## src/rtl/contador_16.sv

```systemverilog
// contador_16: 4-bit up/down counter with count enable and asynchronous
// active-low reset. The count register drives contagem_out directly.
// Optional build macro: CONTADOR_16_ASSERTIONS_EN adds concurrent assertions
// that check hold, increment, decrement and output definedness while out of reset.
module contador_16 #(
    parameter int unsigned           WIDTH       = 4,
    parameter logic [WIDTH-1:0]      RESET_VALUE = '0
) (
    input  logic             clk,
    input  logic             reset,
    input  logic             dir_cont,
    input  logic             enable_contador,
    output logic [WIDTH-1:0] contagem_out
);

    localparam logic [WIDTH-1:0] ONE = WIDTH'(1);

    logic [WIDTH-1:0] count_q;
    logic [WIDTH-1:0] count_d;

    // Next count: hold unless enabled; direction selects +1 or -1, wrapping naturally
    always_comb begin
        count_d = count_q;
        if (enable_contador) begin
            if (dir_cont) begin
                count_d = count_q - ONE;
            end else begin
                count_d = count_q + ONE;
            end
        end
    end

    // Count register; reset wins over everything and is independent of clk
    always_ff @(posedge clk or negedge reset) begin
        if (!reset) begin
            count_q <= RESET_VALUE;
        end else begin
            count_q <= count_d;
        end
    end

    assign contagem_out = count_q;

`ifdef CONTADOR_16_ASSERTIONS_EN
    // Disabled counter keeps its value
    property p_hold;
        @(posedge clk) disable iff (!reset)
            !enable_contador |=> (contagem_out == $past(contagem_out));
    endproperty
    a_hold: assert property (p_hold);

    // Enabled up-count advances by one, modulo 2**WIDTH
    property p_up;
        @(posedge clk) disable iff (!reset)
            (enable_contador && !dir_cont) |=>
                (contagem_out == WIDTH'($past(contagem_out) + ONE));
    endproperty
    a_up: assert property (p_up);

    // Enabled down-count retreats by one, modulo 2**WIDTH
    property p_down;
        @(posedge clk) disable iff (!reset)
            (enable_contador && dir_cont) |=>
                (contagem_out == WIDTH'($past(contagem_out) - ONE));
    endproperty
    a_down: assert property (p_down);

    // Output is always a defined value once out of reset
    property p_known;
        @(posedge clk) disable iff (!reset)
            !$isunknown(contagem_out);
    endproperty
    a_known: assert property (p_known);
`endif

endmodule

```

## config.mk

```make
export PLATFORM = sky130hd
export DESIGN_NAME = contador_16
export DESIGN_NICKNAME = d
export VERILOG_FILES = /design/src/rtl/contador_16.sv
export SDC_FILE = /design/constraint.sdc
export NUM_CORES = 1
export LEC_CHECK = 0
export BUFFER_PORTS_ARGS = -buffer_cell sky130_fd_sc_hd__buf_2
export CAP_MARGIN = 25
export CORE_AREA = 8 8 45 47
export DETAILED_ROUTE_END_ITERATION = 8
export DIE_AREA = 0 0 53 55
export SKIP_CTS_REPAIR_TIMING = 1
export SLEW_MARGIN = 20
export SYNTH_ARGS = -nofsm -noshare
export SYNTH_HDL_FRONTEND = slang
export SYNTH_SLANG_ARGS = --single-unit
export TNS_END_PERCENT = 1
```

## constraint.sdc

```tcl
create_clock -name clk -period 2 [get_ports clk]
set_input_delay 0.1 -clock clk [delete_from_list [all_inputs] [get_ports clk]]
set_output_delay 0.1 -clock clk [all_outputs]
set_load 0.03 [all_outputs]
```

* After elaboration in Yosys (flattened, before gate mapping)
Index checks and enable logic that the tools add are counted.
Storage, ports and cells: logic and storage cells 4, bits of input ports 4, bits in registers 4, output and inout port bits 4
Cells by class: muxes and demuxes 1, $add $sub $neg 2
Operators by type and width (count):
- $add A4 B1 Y4 const B | 1
- $mux W4 | 1
- $sub A4 B1 Y4 const B | 1

* Depth between registers and ports, before layout
Gate-level depths: netlist of run 1.
depth after elaboration 2, depth in mapped cells 4, gate-level depth less buffers 4

* Worst setup path after synthesis of run 1
Ideal clock, no wire load.
path type flip-flop to flip-flop, start point reg count_q[0], in the netlist contagem_out[0], end point reg count_q[2], in the netlist contagem_out[2], slack 448 ps, arrival 1427 ps, stages on the path, launching flop included 5, required time 1875 ps, path buffers 0, setup time 125 ps, clock period less this slack 1552 ps, path through dfrtp_1 inv_1 fa_1 xnor2_1 mux2_2
Between the ends: cells in the longest elaborated chain, start to end 2, elaborated cells between the ends (all ways) 3, those cells by class add/sub: 2; mux: 1
Ends and longest elaborated chain:
- from (decl) | line 18 | logic [WIDTH-1:0] count_q;
- from (signal assigned) | line 38 | count_q <= count_d;
- $add A4 B1 Y4 or $sub A4 B1 Y4 (tied branches) | line 28, 26
- $mux W4 * | line 25 | if (dir_cont) begin
Mark *: on every way between the ends. The rest lies on a longest branch, timed or not. A chain may end at the register's enable or synchronous reset.

* Worst setup path in the final report of run 1
start point reg count_q[2], in the netlist contagem_out[2], end point reg count_q[3], in the netlist contagem_out[3]
Same word-level chain as after synthesis.

==> results of run 1 <==
## logic make-up (layout without fill, tap and decap cells)
group                    count (synthesis)  in the layout  share of synthesized area, %
multiplexers                             3              3                         10.08
XOR/XNOR                                 2              2                         5.646
AND/OR/NAND/NOR                          7              7                         15.32
buffers and inverters                    5             15                         7.258
flip-flops                               4              4                         32.26
AO/OA/AOI/OAI                            5              5                         14.92
adder cells (fa/ha/maj)                  3              3                         14.52
## cells in the final DEF, fill, tap and decap left out, drive strengths merged
| cell | n |
|---|---|
| a2111o | 1 |
| a21oi | 2 |
| and2b | 1 |
| buf | 7 |
| clkbuf | 3 |
| dfrtp | 4 |
| dlygate4sd3 | 1 |
| fa | 1 |
| ha | 2 |
| inv | 4 |
| mux2 | 1 |
| mux2i | 2 |
| nand2b | 1 |
| nand3 | 1 |
| nand3b | 3 |
| nand4 | 1 |
| o211ai | 1 |
| o311ai | 1 |
| xnor2 | 1 |
| xor2 | 1 |
## cell type report
| type | instances | area, um2 | share of cell area [%] |
|---|---|---|---|
| multi-input cells | 20 | 187.7 | 48.08 |
| flip-flops and latches | 4 | 100.1 | 25.64 |
| inverters | 4 | 15.01 | 3.846 |
| repair buffers | 8 | 45.04 | 11.54 |
| clock buffers | 3 | 22.52 | 5.769 |
| well taps | 16 | 20.02 | 5.128 |
## path summary, 6_finish.rpt
kind	to	slack (ns)	cells past startpoint
max	contagem_out[3]	0.51	4
min	contagem_out[0]	0.16	2
max reg2reg	contagem_out[3]	0.51	4
min reg2reg	contagem_out[2]	0.54	1
max in group asynchronous	contagem_out[1]	1.68	2
min in group asynchronous	contagem_out[3]	0.20	2
## power by group
group          switching [mW]  total, mW  internal, mW
registers              0.0368      0.161         0.125
clock network          0.0312     0.0982        0.0670
logic                   0.224      0.374         0.149
total                   0.292      0.633         0.341
## per-layer routing
layer / up-vias / global-route usage [%]
met4: 0 / 6.466
met3: 2 / 1.337
met2: 7 / 8.789
met5: - / 0
met1: 116 / 4.923
li1: 125 / -
## stage by stage
step | power, mW | area (um2) | instances | worst slack [ns] | hold WS [ns]
2_1_floorplan | 0.4396 | 310.3 | 29 | 0.4483 | -0.1956
3_5_place_dp | 0.5361 | 357.8 | 51 | 0.5269 | -0.09269
4_1_cts | 0.6420 | 380.4 | 54 | 0.5075 | -0.3449
6_report | 0.6333 | 390.4 | 55 | 0.5105 | 0.1594
5_1_grt | 0.6832 | 390.4 | 55 | 0.4219 | 0.1679
3_3_place_gp | 0.5330 | 357.8 | 51 | 0.5388 | -0.09399
==> metrics.txt, run 1 <==
run status=finished, final reports clean; DRT iter0 DRCs=1; final WL=676 um; Setup violations, final=0; Vias=250; power per cell area=1622 nW/um2; GRT Overall Usage=5.324%; die area=2915 um2; Num CTS Buffers=3; DRT antenna net count=0; fin util=28.21%; Setup crit start kind=flip-flop; Clock Sinks=4; Post-Syn Instances=29; Worst-Margin Slew=0.2923 ns; Avg Vias per Cell=4.545; top post-synthesis cells by area=dfrtp_1, ha_1, nand3b_1; max cap viols=0; syn_nets=36; crit path buf inv count=0; grt ovf=0; Slew headroom=80.20%; Worst Path Required=2.15 ns; Top Family by Delay on Critical Path=compound AO/OA/AOI/OAI gates; setup TNS=0 ns; drt first pass iters=4; initial antenna violation count=0; asr flop ratio synth=100.0%; Worst R2R Start=contagem_out[2]; Reg clk slew, reported paths=0.04 ns; Crit. End Element=flip-flop; min Tclk post-route=1.489 ns; max reg flops=4; vias in the first global route=281; fin. max-slew vios=0; first-pass GRT wire length=1090 um; syn_area_per_cell=10.70 um2; CTS tree=built; main flop type after synthesis=dfrtp_1; Initial Utilization=22.42%; DR top layer=met4; clock latency on the worst-skew pair=0.23 ns; Seq/Total Area, Yosys=32.26%; count of state elements after synthesis=4; drt drc=0; Critical Path Start=contagem_out[2]; met2 WL=323 um; Synth top cells by count=dfrtp_1, inv_1, nand3b_1; final hold violations=0; worst-case clock buffer depth=2; layout cells sized above 1=33.33%; CP max-delay cell=ha_1; Min-Delay Startpoint=enable_contador; chip width=53 um; Netlist cell types=19; number of synthesized flops with an enable pin=0; Yosys top cell area share=32.26%; row count=14; cell breakdown of the critical path=ha_1, nand3_1, a2111o_1, o211ai_2; WS Path Type=flip-flop to flip-flop; clk_skew=0.002042 ns; Hold Path Class=input port to flip-flop; Die Ht=55 um; slowest stage delay, CP=0.40 ns; P_leak=0.1864 nW; Achievable Freq=0.6714 GHz; final worst-path cycle share=74.47%; Placeable Area=1384 um2; Fill cells=150; Placer Congestion=0.7896; WL met1=301 um; Yosys top cell by area=dfrtp_1; # diodes=0; cell area after synthesis=310.3 um2; met3 WL=35 um; peak supply drop=0.6203 mV; hpwl dp=516.9 um; Clk Tree Root Cell=clkbuf_4; H-tree levels=1; Post-layout nets=48; Crit Path Max Fanout=5; pin count of the biggest net entering global routing=10; Area Growth Syn to Fin=25.81%; IO buf count=7; Yosys warnings=0; wire length per cell=12.29 um; number of placed I/O pins=8; Arr. time, crit path=1.64 ns; RSZ-0062 raised after global routing=false
Power figures use the tool's default switching activity.
==> run 2: changes to the inputs <==
--- a/config.mk
+++ b/config.mk
@@ -5,6 +5,7 @@
 export SDC_FILE = /design/constraint.sdc
 export NUM_CORES = 1
 export LEC_CHECK = 0
+export ABC_AREA = 1
 export BUFFER_PORTS_ARGS = -buffer_cell sky130_fd_sc_hd__buf_2
 export CAP_MARGIN = 25
 export CORE_AREA = 8 8 45 47
==> constraint.sdc (replaced) <==
create_clock -name clk -period 1.3 [get_ports clk]
set_input_delay 0.065 -clock clk [delete_from_list [all_inputs] [get_ports clk]]
set_output_delay 0.065 -clock clk [all_outputs]
set_load 0.03 [all_outputs]
==> metrics.txt, run 2 <==
Vias=232 (-7.2%); Crit Path Max Fanout=2 (-3); RSZ-0062 raised after global routing=false; main flop type after synthesis=dfrtp_1; cell area after synthesis=256.5 um2 (-17%); Yosys warnings=0 (unchanged); setup TNS=0 ns (unchanged); DRT antenna net count=0 (unchanged); # diodes=0 (unchanged); most frequent cells in the layout=nand2_1, buf_2, inv_1; drt drc=0 (unchanged); syn_area_per_cell=8.016 um2 (-25%); Int Power=531.4 uW (+56%); cell with the most instances after synthesis=nand2_1; most common cell after layout, fill and taps aside=nand2_1; power per cell area=2580 nW/um2 (+59%); GRT Overall Usage=5.425% (+0.10 points); total power=978.0 uW (+54%); Worst Slack Setup Final=0.1074 ns (-0.4031 ns); max reg flops=4 (unchanged); Achievable Freq=0.8385 GHz (+25%); fin. max-slew vios=0 (unchanged); run status=finished, final reports clean; Post-Syn Instances=32 (+10%); Seq/Total Area, Yosys=39.02% (+6.8 points); Sw Ratio=45.67% (-0.51 points); Netlist cell types=10 (-9); worst-case clock buffer depth=2 (unchanged); Worst-Margin Slew=0.1479 ns (-0.1444 ns); number of placed I/O pins=8 (unchanged); Initial Utilization=18.54% (-3.9 points); final hold violations=0 (unchanged); Fill cells=151 (+0.67%); Worst Path Required=1.42 ns (-0.73 ns); pin count of the biggest net entering global routing=6 (-4); Sequential Power Share=25.7% (+0.2 points); Synth top cells by count=nand2_1, inv_1, dfrtp_1; IO buf count=7 (unchanged); Slew headroom=90.03% (+9.8 points); H-tree levels=1 (unchanged); clock latency on the worst-skew pair=0.24 ns (about the same); Clk Tree Root Cell=clkbuf_4; max cap viols=0 (unchanged); fin cells=62 (+13%); Setup crit start kind=flip-flop; WS Path Type=flip-flop to flip-flop; drt first pass iters=1 (-3); Avg Vias per Cell=3.742 (-18%); hpwl dp=523.2 um (+1.2%); syn_nets=39 (+8.3%); vias in the first global route=277 (-1.4%); asr flop ratio synth=100.0% (unchanged); peak supply drop=0.7216 mV (+16%); Combinational Power Share=56.1% (-2.9 points); CTS tree=built; Num CTS Buffers=3 (unchanged); Setup violations, final=0 (unchanged); Placement Setup Slack=0.04722 ns (-0.4797 ns); Yosys top cell area share=39.02% (+6.8 points); clock share of power=18.2% (+2.7 points); top post-synthesis cells by area=dfrtp_1, nand2_1, ha_1; clk_skew=0.004630 ns (+0.002588 ns); wire length per cell=9.903 um (-19%); P_sw=446.6 uW (+53%); Post-layout nets=54 (+13%); grt ovf=0 (unchanged); Placer Congestion=0.7531 (-4.6%); Placeable Area=1384 um2 (unchanged); Reg clk slew, reported paths=0.05 ns (about the same); DRT iter0 DRCs=0 (-1); first-pass GRT wire length=1124 um (+3.1%); Yosys top cell by area=dfrtp_1; Area Growth Syn to Fin=47.81%; final WL=614 um (-9.2%); final worst-path cycle share=91.74% (+17 points); Hold Path Class=input port to flip-flop; initial antenna violation count=0 (unchanged); Clock Sinks=4 (unchanged); layout cells sized above 1=34.78% (+1.4 points); count of state elements after synthesis=4 (unchanged); dpl cells=57 (+12%); chip width=53 um (unchanged); Crit. End Element=flip-flop; number of synthesized flops with an enable pin=0 (unchanged); Die Ht=55 um (unchanged); Arr. time, crit path=1.32 ns (-0.32 ns); min Tclk post-route=1.193 ns (-0.2969 ns); P_leak=0.2039 nW (+9.4%); die area=2915 um2 (unchanged); row count=14 (unchanged)
-- run 2: cell count changes in the layout (fill, tap and decap cells not counted), sizes merged, moves of 2 or more --
cell and delta:
a21oi -2, buf +2, inv +2, mux2i -2, nand2 +11, nand3b -3, o21ai +2
-- run 2: power groups by stage --
stage                     combinational [mW]  clock [mW]  sequential (mW)
after global routing                   0.620       0.191            0.263
after global placement                 0.526           0            0.247
final                                  0.548       0.178            0.251
after detailed placement               0.544           0            0.249
after CTS                              0.544       0.188            0.247
after floorplan                        0.220           0            0.381
-- run 2: stage by stage --
| step | hold slack [ns] | util [%] | instance area (um2) |
|---|---|---|---|
| after floorplan | -0.2306 | - | 260.3 |
| after global placement | -0.1206 | 23.87 | 330.3 |
| after detailed placement | -0.1196 | 23.87 | 330.3 |
| after CTS | -0.3827 | 25.77 | 356.6 |
| after global routing | 0.04848 | 27.40 | 379.1 |
| final | 0.04588 | 27.40 | 379.1 |
-- run 2: per-layer routing --
layer	global-route usage [%]	part of all wire, %	up-vias
met2	8.789	55	3
met1	5.513	42	105
met3	1.604	2.9	0
met4	5.172	0	0
met5	0	0	-
li1	-	-	124
-- run 2: final cells by class --
class	count	area (um2)	area share [%]
flip-flops and latches	4	103.9	27.39
multi-input cells	22	146.4	38.61
well taps	16	20.02	5.281
repair buffers	10	60.06	15.84
clock buffers	4	26.28	6.931
inverters	6	22.52	5.941
-- run 2: cells by family (layout without fill, tap and decap cells) --
family / count (synthesis) / in the layout / share of synthesized area, %
DFF: 4 / 4 / 39.03
buffers and inverters: 6 / 20 / 8.780
AOI/OAI and AO/OA: 2 / 2 / 3.903
adders and majority gates: 3 / 3 / 17.56
and+or+nand+nor: 15 / 15 / 23.90
xor gates and xnor gates: 2 / 2 / 6.831
-- run 2: final timing paths --
kind | startpoint | endpoint | slack, ns | depth (start not counted)
worst max-delay path | contagem_out[2] | contagem_out[3] | 0.11 | 6
worst min-delay path | enable_contador | contagem_out[0] | 0.05 | 2
worst max register to register | contagem_out[2] | contagem_out[3] | 0.11 | 6
worst min register to register | contagem_out[1] | contagem_out[1] | 0.54 | 2
max in group asynchronous | reset | contagem_out[0] | 1.01 | 2
min in group asynchronous | reset | contagem_out[1] | 0.15 | 2
-- run 2: critical path: stages (launching register included) --
cell and delay (ns):
dfrtp_2 0.41, ha_4 0.22, or2_1 0.22, nand2_1 0.07
nand2_1 0.05, nand3_1 0.06, nand2_1 0.05
==> run 3: changes to the inputs <==
--- a/config.mk
+++ b/config.mk
@@ -8,9 +8,9 @@
 export ABC_AREA = 1
 export BUFFER_PORTS_ARGS = -buffer_cell sky130_fd_sc_hd__buf_2
 export CAP_MARGIN = 25
-export CORE_AREA = 8 8 45 47
+export CORE_AREA = 2 2 39 41
 export DETAILED_ROUTE_END_ITERATION = 8
-export DIE_AREA = 0 0 53 55
+export DIE_AREA = 0 0 41 43
 export SKIP_CTS_REPAIR_TIMING = 1
 export SLEW_MARGIN = 20
 export SYNTH_ARGS = -nofsm -noshare
==> metrics.txt, run 3 (same netlist as run 2, synthesis figures left out) <==
Combinational Power Share=55.5% (-0.6 points); Crit Path Max Fanout=4 (+2); Arr. time, crit path=1.35 ns (+0.03 ns); P_leak=0.1989 nW (-2.4%); Crit. End Element=flip-flop; DRT iter0 DRCs=1 (+1); Fill cells=151 (unchanged); DP Area=322.8 um2 (-2.3%); Worst-Margin Slew=0.1616 ns (+0.01363 ns); Avg Vias per Cell=3.705 (-0.99%); chip width=41 um (-23%); GRT Overall Usage=7.871% (+2.4 points); setup slack, reg-to-reg=0.09 ns (-0.02 ns); Hold Path Class=input port to flip-flop; run status=finished, final reports clean; Clock Sinks=4 (unchanged); RSZ-0062 raised after global routing=true; clock share of power=17.3% (-0.9 points); first-pass GRT wire length=883 um (-21%); Setup violations, final=0 (unchanged); max cap viols=0 (unchanged); Setup crit start kind=flip-flop; final hold violations=0 (unchanged); power per cell area=2559 nW/um2 (-0.82%); setup TNS=0 ns (unchanged); CP max-delay cell=dfrtp_2; peak supply drop=0.6951 mV (-3.7%); min Tclk post-route=1.210 ns (+0.01739 ns); H-tree levels=1 (unchanged); hpwl dp=418.2 um (-20%); Achievable Freq=0.8265 GHz (-1.4%); dpl cells=56 (-1.8%); Initial Utilization=18.54% (unchanged); Die Ht=43 um (-22%); final instance area=371.6 um2 (-2.0%); P_sw=433.9 uW (-2.8%); IO buf count=7 (unchanged); # diodes=0 (unchanged); grt ovf=0 (unchanged); Post-layout nets=53 (-1.9%); max reg flops=4 (unchanged); Area Growth Syn to Fin=44.88%; final WL=505 um (-18%); Placeable Area=1384 um2 (unchanged); Num CTS Buffers=3 (unchanged); most frequent cells in the layout=nand2_1, buf_2, inv_1; total power=950.8 uW (-2.8%); Clk Tree Root Cell=clkbuf_4; clock latency on the worst-skew pair=0.23 ns (about the same); Sw Ratio=45.64% (about the same); number of placed I/O pins=8 (unchanged); fin. max-slew vios=0 (unchanged); DRT antenna net count=0 (unchanged); WS Path Type=flip-flop to flip-flop; slowest stage delay, CP=0.38 ns (-0.03 ns); worst-case clock buffer depth=2 (unchanged); Placer Congestion=0.7492 (-0.52%); most common cell after layout, fill and taps aside=nand2_1; wire length per cell=8.279 um (-16%); CTS tree=built; drt first pass iters=3 (+2); layout cells sized above 1=33.33% (-1.4 points); Vias=226 (-2.6%); vias in the first global route=235 (-15%); Worst Path Required=1.44 ns (+0.02 ns); pin count of the biggest net entering global routing=6 (unchanged); Reg clk slew, reported paths=0.04 ns (about the same); initial antenna violation count=0 (unchanged); row count=14 (unchanged); final worst-path cycle share=93.08% (+1.3 points); die area=1763 um2 (-40%); Slew headroom=89.11% (-0.92 points); drt drc=0 (unchanged); fin cells=61 (-1.6%); clk_skew=0.005056 ns (+0.0004260 ns); Int Power=516.8 uW (-2.7%); cell breakdown of the critical path=inv_1, fa_1, xor2_1, o21ai_0; Sequential Power Share=27.2% (+1.5 points)
-- run 3: changes by cell type in the layout (fill, tap and decap cells not counted), sizes merged --
cell and delta:
buf -1
-- run 3: critical path: cells and delay by family (launching register included) --
family,cells,cell delay [ns]
AO/OA/AOI/OAI,1,0.16
XOR/XNOR,1,0.15
flip-flops,1,0.38
buffers and inverters,1,0.06
adder cells (fa/ha/maj),1,0.37
-- run 3: path summary, 6_finish.rpt --
check	startpoint	endpoint	cells after the start
min in group asynchronous	reset	contagem_out[1]	2
setup / recovery	contagem_out[1]	contagem_out[2]	4
setup reg to reg	contagem_out[1]	contagem_out[2]	4
hold / removal	enable_contador	contagem_out[0]	2
hold reg to reg	contagem_out[3]	contagem_out[3]	2
max in group asynchronous	reset	contagem_out[0]	2
-- run 3: metrics by stage --
stage               setup WS, ns  utilization, %  hold slack [ns]
global placement         0.05764           23.33          -0.1273
CTS                      0.01495           25.23          -0.3859
floorplan              -0.002853               -          -0.2306
global route           -0.002550           26.85          0.04775
detailed placement       0.02947           23.33          -0.1291
finish                   0.09001           26.85          0.05715
-- run 3: final cells by class --
class	count	area, um2	area share, %
Timing Repair Buffer	9	52.55	14.14
Multi-Input combinational cell	22	146.4	39.39
Sequential cell	4	103.9	27.95
Clock buffer	4	26.28	7.071
Tap cell	16	20.02	5.387
Inverter	6	22.52	6.061
-- run 3: power by group through the flow --
stage	combinational [mW]	sequential (mW)	clock (mW)
after global placement	0.509	0.249	0
after global routing	0.592	0.266	0.188
final	0.528	0.258	0.165
after CTS	0.517	0.251	0.177
after detailed placement	0.513	0.252	0
after floorplan	0.220	0.381	0
-- run 3: layer usage --
metal	up-vias	wire length, um	GRT usage (%)
met5	-	0	0
met4	0	0	8.000
met3	0	19	1.571
met2	3	276	10.94
met1	100	209	9.150
li1	123	-	-
